===== config.mk =====
export PLATFORM = sky130hd
export DESIGN_NAME = pipe_stage_reg
export DESIGN_NICKNAME = d
export VERILOG_FILES = /design/src/rtl/pipe_stage_reg.sv
export SDC_FILE = /design/constraint.sdc
export NUM_CORES = 1
export LEC_CHECK = 0
export CORE_UTILIZATION = 41
export CTS_BUF_LIST = sky130_fd_sc_hd__clkbuf_16
export CTS_CLUSTER_DIAMETER = 40
export DETAILED_ROUTE_END_ITERATION = 16
export PLACE_DENSITY_LB_ADDON = 0.25
export SLEW_MARGIN = 10
export SYNTH_ARGS = -nofsm -noshare
export SYNTH_HDL_FRONTEND = slang
export SYNTH_SLANG_ARGS = --single-unit

===== constraint.sdc =====
create_clock -name clk -period 5.1 [get_ports clk]
set_input_delay 0.51 -clock clk [delete_from_list [all_inputs] [get_ports clk]]
set_output_delay 0.51 -clock clk [all_outputs]
set_load 0.005 [all_outputs]

===== src/rtl/pipe_stage_reg.sv =====
// Purpose : pipeline-stage register with a two-entry skid buffer, sync flush and stall counter.
// Latency : one cycle from acceptance to o_valid/o_data/o_ctrl; one entry per cycle sustained.
// Backpr. : o_ready is a flop (~skid valid); the skid entry absorbs the in-flight entry.
//
// Ports:
//   clk, reset (async, active-low), flush (sync discard), clr_stat (sync counter clear)
//   i_valid/o_ready/i_data/i_ctrl : upstream handshake and payload
//   o_valid/i_ready/o_data/o_ctrl : downstream handshake and head entry (o_ctrl=0 on bubble)
//   stall_cnt                     : saturating count of back-pressured cycles
module pipe_stage_reg #(
  parameter int DATA_W = 128,
  parameter int CTRL_W = 4,
  parameter int CNT_W  = 16
) (
  input  logic              clk,
  input  logic              reset,
  input  logic              flush,
  input  logic              clr_stat,
  input  logic              i_valid,
  output logic              o_ready,
  input  logic [DATA_W-1:0] i_data,
  input  logic [CTRL_W-1:0] i_ctrl,
  output logic              o_valid,
  input  logic              i_ready,
  output logic [DATA_W-1:0] o_data,
  output logic [CTRL_W-1:0] o_ctrl,
  output logic [CNT_W-1:0]  stall_cnt
);

  // State encoding is {main valid, skid valid}; 2'b01 is unreachable.
  typedef enum logic [1:0] {
    ST_EMPTY = 2'b00,
    ST_ONE   = 2'b10,
    ST_FULL  = 2'b11
  } state_t;

  state_t              r_state;
  state_t              w_state_nxt;
  logic [DATA_W-1:0]   r_m_data;
  logic [DATA_W-1:0]   r_s_data;
  logic [DATA_W-1:0]   w_m_data_nxt;
  logic [DATA_W-1:0]   w_s_data_nxt;
  logic [CTRL_W-1:0]   r_m_ctrl;
  logic [CTRL_W-1:0]   r_s_ctrl;
  logic [CTRL_W-1:0]   w_m_ctrl_nxt;
  logic [CTRL_W-1:0]   w_s_ctrl_nxt;
  logic                r_ready;
  logic [CNT_W-1:0]    r_stall_cnt;
  logic [CNT_W-1:0]    w_stall_cnt_nxt;
  logic                w_acc;
  logic                w_deq;
  logic                w_m_valid;

  assign w_m_valid = r_state[1];
  assign w_acc     = i_valid & r_ready;
  assign w_deq     = w_m_valid & i_ready;

  // Next-state and storage update. Control bits are zeroed on the same edge an
  // entry goes invalid, so a bubble never carries live control downstream.
  always_comb begin
    w_state_nxt  = r_state;
    w_m_data_nxt = r_m_data;
    w_s_data_nxt = r_s_data;
    w_m_ctrl_nxt = r_m_ctrl;
    w_s_ctrl_nxt = r_s_ctrl;
    if (flush) begin
      w_state_nxt  = ST_EMPTY;
      w_m_ctrl_nxt = '0;
      w_s_ctrl_nxt = '0;
    end else begin
      case (r_state)
        ST_EMPTY: begin
          if (w_acc) begin
            w_state_nxt  = ST_ONE;
            w_m_data_nxt = i_data;
            w_m_ctrl_nxt = i_ctrl;
          end
        end
        ST_ONE: begin
          if (w_acc && w_deq) begin
            w_m_data_nxt = i_data;
            w_m_ctrl_nxt = i_ctrl;
          end else if (w_acc) begin
            w_state_nxt  = ST_FULL;
            w_s_data_nxt = i_data;
            w_s_ctrl_nxt = i_ctrl;
          end else if (w_deq) begin
            w_state_nxt  = ST_EMPTY;
            w_m_ctrl_nxt = '0;
          end
        end
        ST_FULL: begin
          // o_ready is low here, so only a dequeue can move the state.
          if (w_deq) begin
            w_state_nxt  = ST_ONE;
            w_m_data_nxt = r_s_data;
            w_m_ctrl_nxt = r_s_ctrl;
            w_s_ctrl_nxt = '0;
          end
        end
        default: begin
          // Recover from the unreachable encoding by dropping to a clean bubble.
          w_state_nxt  = ST_EMPTY;
          w_m_ctrl_nxt = '0;
          w_s_ctrl_nxt = '0;
        end
      endcase
    end
  end

  // Stall counter: clear wins over increment; saturate at all-ones.
  always_comb begin
    w_stall_cnt_nxt = r_stall_cnt;
    if (clr_stat) begin
      w_stall_cnt_nxt = '0;
    end else if (w_m_valid && !i_ready && !flush && !(&r_stall_cnt)) begin
      w_stall_cnt_nxt = r_stall_cnt + {{(CNT_W-1){1'b0}}, 1'b1};
    end
  end

  always_ff @(posedge clk or negedge reset) begin
    if (!reset) begin
      r_state     <= ST_EMPTY;
      r_m_data    <= '0;
      r_s_data    <= '0;
      r_m_ctrl    <= '0;
      r_s_ctrl    <= '0;
      r_ready     <= 1'b1;
      r_stall_cnt <= '0;
    end else begin
      r_state     <= w_state_nxt;
      r_m_data    <= w_m_data_nxt;
      r_s_data    <= w_s_data_nxt;
      r_m_ctrl    <= w_m_ctrl_nxt;
      r_s_ctrl    <= w_s_ctrl_nxt;
      // Ready is registered from the next skid-valid bit: no path from i_ready/i_valid.
      r_ready     <= ~w_state_nxt[0];
      r_stall_cnt <= w_stall_cnt_nxt;
    end
  end

  assign o_ready   = r_ready;
  assign o_valid   = w_m_valid;
  assign o_data    = r_m_data;
  assign o_ctrl    = r_m_ctrl;
  assign stall_cnt = r_stall_cnt;

endmodule


==> summary.md <==
| Metric | Value |
|---|---|
| Max_cap viols | 0 |
| IO Port Bufs | 287 |
| Number of global-route vias before repair | about 9100 |
| YS warnings | 0 |
| Slew headroom | 27.1% |
| Setup-failing EPs final | 0 |
| WHS | -10.9 ps |
| Ys async rst share | 100% |
| Iter 0 DRT Violations | 468 |
| CP endpoint kind | register |
| Die Wd | 172 um |
| Max clock buf depth | 3 |
| Critical path peak fanout | ~110 |
| # DRC | 0 |
| Post-Route WL | 29.5 mm |
| Avg WL per Cell | 16.3 um |
| CP startpoint kind | register |
| Synth Cell Area | 11900 um^2 |
| Clk_skew | 12.7 ps |
| Filler cells | about 2400 |
| CTS Buf Count | 45 |
| Area growth syn-to-layout | 39.5% |
| Global route hottest layer | met2 |
| CTS Sinks | 283 |
| Hold WC Path Type | in -> async |
| CTS tree | built |
| Met1 usage | ~25% |
| Met3 Use GR | 5.93% |
| Post-CTS setup repair buffer count | 0 |
| Pwr Density | approximately 430 nW/um^2 |
| Clock root cell | clkbuf_16 |
| Main synth FF type | dfrtp_1 |
| Total congestion overflow | 0 |
| DR vias | 9275 |
| Clock latency at the later pin of the worst-skew pair | around 520 ps |
| DIE AREA | ~30000 um^2 |
| Status | finished, violations left |
| Fin crit share | 49.1% |
| WP data arrival | 2850 ps |
| EDFF count, synth | 0 |
| Most frequent cells in the layout | clkdlybuf4s50_1 (286), dfrtp_1 (282), nand2_1 (267) |
| Hpwl dp | 18.2 mm |
| RSZ-0062 raised after global routing | no |
| Fin Setup TNS | 0 ps |
| Leakage | 6.95 nW |
| Cells after synthesis | around 1100 |
| Max Clk Rate | 399 MHz |
| Avg Cell Area, Syn | 10.5 um^2 |
| Initial Utilization | 42.2% |
| Post-CTS Resized | 0 |
| Clock H-tree levels | 2 |
| GP Congestion | 0.759 |
| Crit Path Class | reg -> reg |
| Slack of the critical path | 2590 ps |
| TritonRoute pass-1 iters | 5 |
| Slew Limit Fails | 0 |
| Core Footprint | ~28000 um^2 |
| Die extent in y | 172 um |
| Hold-fix buffers, CTS | 0 |
| Commonest non-fill, non-tap cell in the layout | clkdlybuf4s50_1 |
| Post-DRT Antenna Nets | 0 |
| Fin. Hold Viols | 5 |
| Register clock-pin slew on the reported worst setup and hold paths | 50 ps |
| Fraction of layout cells with a size suffix above 1 | 15.6% |
| Nets | 1531 |
| Post-synthesis register bit count | ~280 |
| Number of top-level pins | 288 |
| Post-layout min period | 2510 ps |
| Row cnt | between 60 and 70 |
| M2 GR Usage | 32.8% |
| Maximum VDD drop | 0.000290 V |
| Seq/Total Area, Yosys | 59.7% |
| Setup WS pre-CTS | 2100 ps |
| Post-Syn Nets | 1265 |
| Req. time, crit path | 5440 ps |
| First-pass GRT wire length | around 47 mm |
| GRT Resource Usage Total | 19.9% |
| Largest net degree at the start of global routing | roughly 150 |
| DR vias/cell | 5.13 |
| Initial antenna violation count | 3 |
| Synth unique cells | 41 |
| Failing checks | negative hold slack |
| Worst Max-Slew Pin Slew | 1090 ps |
-- final timing paths --
check,startpoint,endpoint,slack [ps],depth (start not counted)
worst max-delay path,o_ready,o_data[86],2590,4
worst min-delay path,reset,o_data[75],-10,1
worst max register to register,o_ready,o_data[86],2590,4
worst min register to register,o_ctrl[3],o_ctrl[3],490,1
max in group asynchronous,reset,o_data[9],3820,2
min in group clk,o_ctrl[3],o_ctrl[3],490,1
-- layout make-up --
class	count	area [um^2]	area share (%)
Antenna cell	2	5.00	0.0302
Clock buffer	47	1180	7.10
Clock inverter	35	354	2.14
Inverter	9	33.8	0.204
Multi-Input combinational cell	756	4450	26.8
Sequential cell	283	7080	42.8
Tap cell	378	473	2.86
Timing Repair Buffer	297	2990	18.1
-- metal layers --
layer | vias up | wire length, um
met5 | - | 14
met4 | 2 | 626
met3 | 51 | 2360
met2 | 283 | 14000
met1 | 4514 | 12500
li1 | 4425 | -
-- worst max-delay path, stage by stage (launching register included) --
cell       delay, ps
dfstp_2          560
a21oi_1          110
a2111oi_2        490
buf_4            860
a31oi_1          180
-- kinds of logic after synthesis --
kind of cell | count (synthesis) | synth area share, %
muxes | 134 | 12.7
AOI/OAI and AO/OA | 175 | 9.34
buffers and inverters | 87 | 3.10
DFF | 283 | 59.7
adders and majority gates | 1 | 0.105
and+or+nand+nor | 446 | 15.1
-- power by group --
group	switching, mW	internal [mW]	leakage (nW)	total (mW)
Clock	1.07	1.98	0.760	3.05
Combinational	0.416	0.724	2.85	1.14
Sequential	0.239	2.71	3.35	2.95
Total	1.73	5.41	6.95	7.14
-- flip-flops by register name, indices dropped and copies added, names as in the netlist --
signal	count
r_s_ctrl	4
o_ctrl	4
o_ready	1
r_s_data	128
stall_cnt	16
r_state	2
o_data	128
-- metrics by stage --
stage / power [mW] / cells / cell area, um^2 / utilization (%) / hold WS, ps
2_1_floorplan: 3.45 / 1126 / 11900 / - / 214
3_5_place_dp: 4.14 / 1723 / 15000 / 53.4 / 473
4_1_cts: 7.22 / 1805 / 16600 / 58.8 / 40.6
5_1_grt: 7.48 / 1806 / 16600 / 58.8 / 50.6
6_report: 7.14 / 1807 / 16600 / 58.8 / -10.9
3_3_place_gp: 4.09 / 1723 / 15000 / 53.4 / 474
-- Yosys cell counts (5+ instances only) --
cell      count  area share [%]
dfrtp_1     282              59
nand2_1     268             8.5
nor2_1      135             4.3
mux2_2      130              12
a31oi_1     129             6.8
clkbuf_1     42             1.3
buf_2        33             1.4
a21oi_1      16            0.67
inv_1         9            0.28
o21ai_0       7            0.30
nand3_1       6            0.25
o31ai_1       6            0.38
or3_1         6            0.32
nand4_1       5            0.26
or4_1         5            0.32
Power figures use the tool's default switching activity.
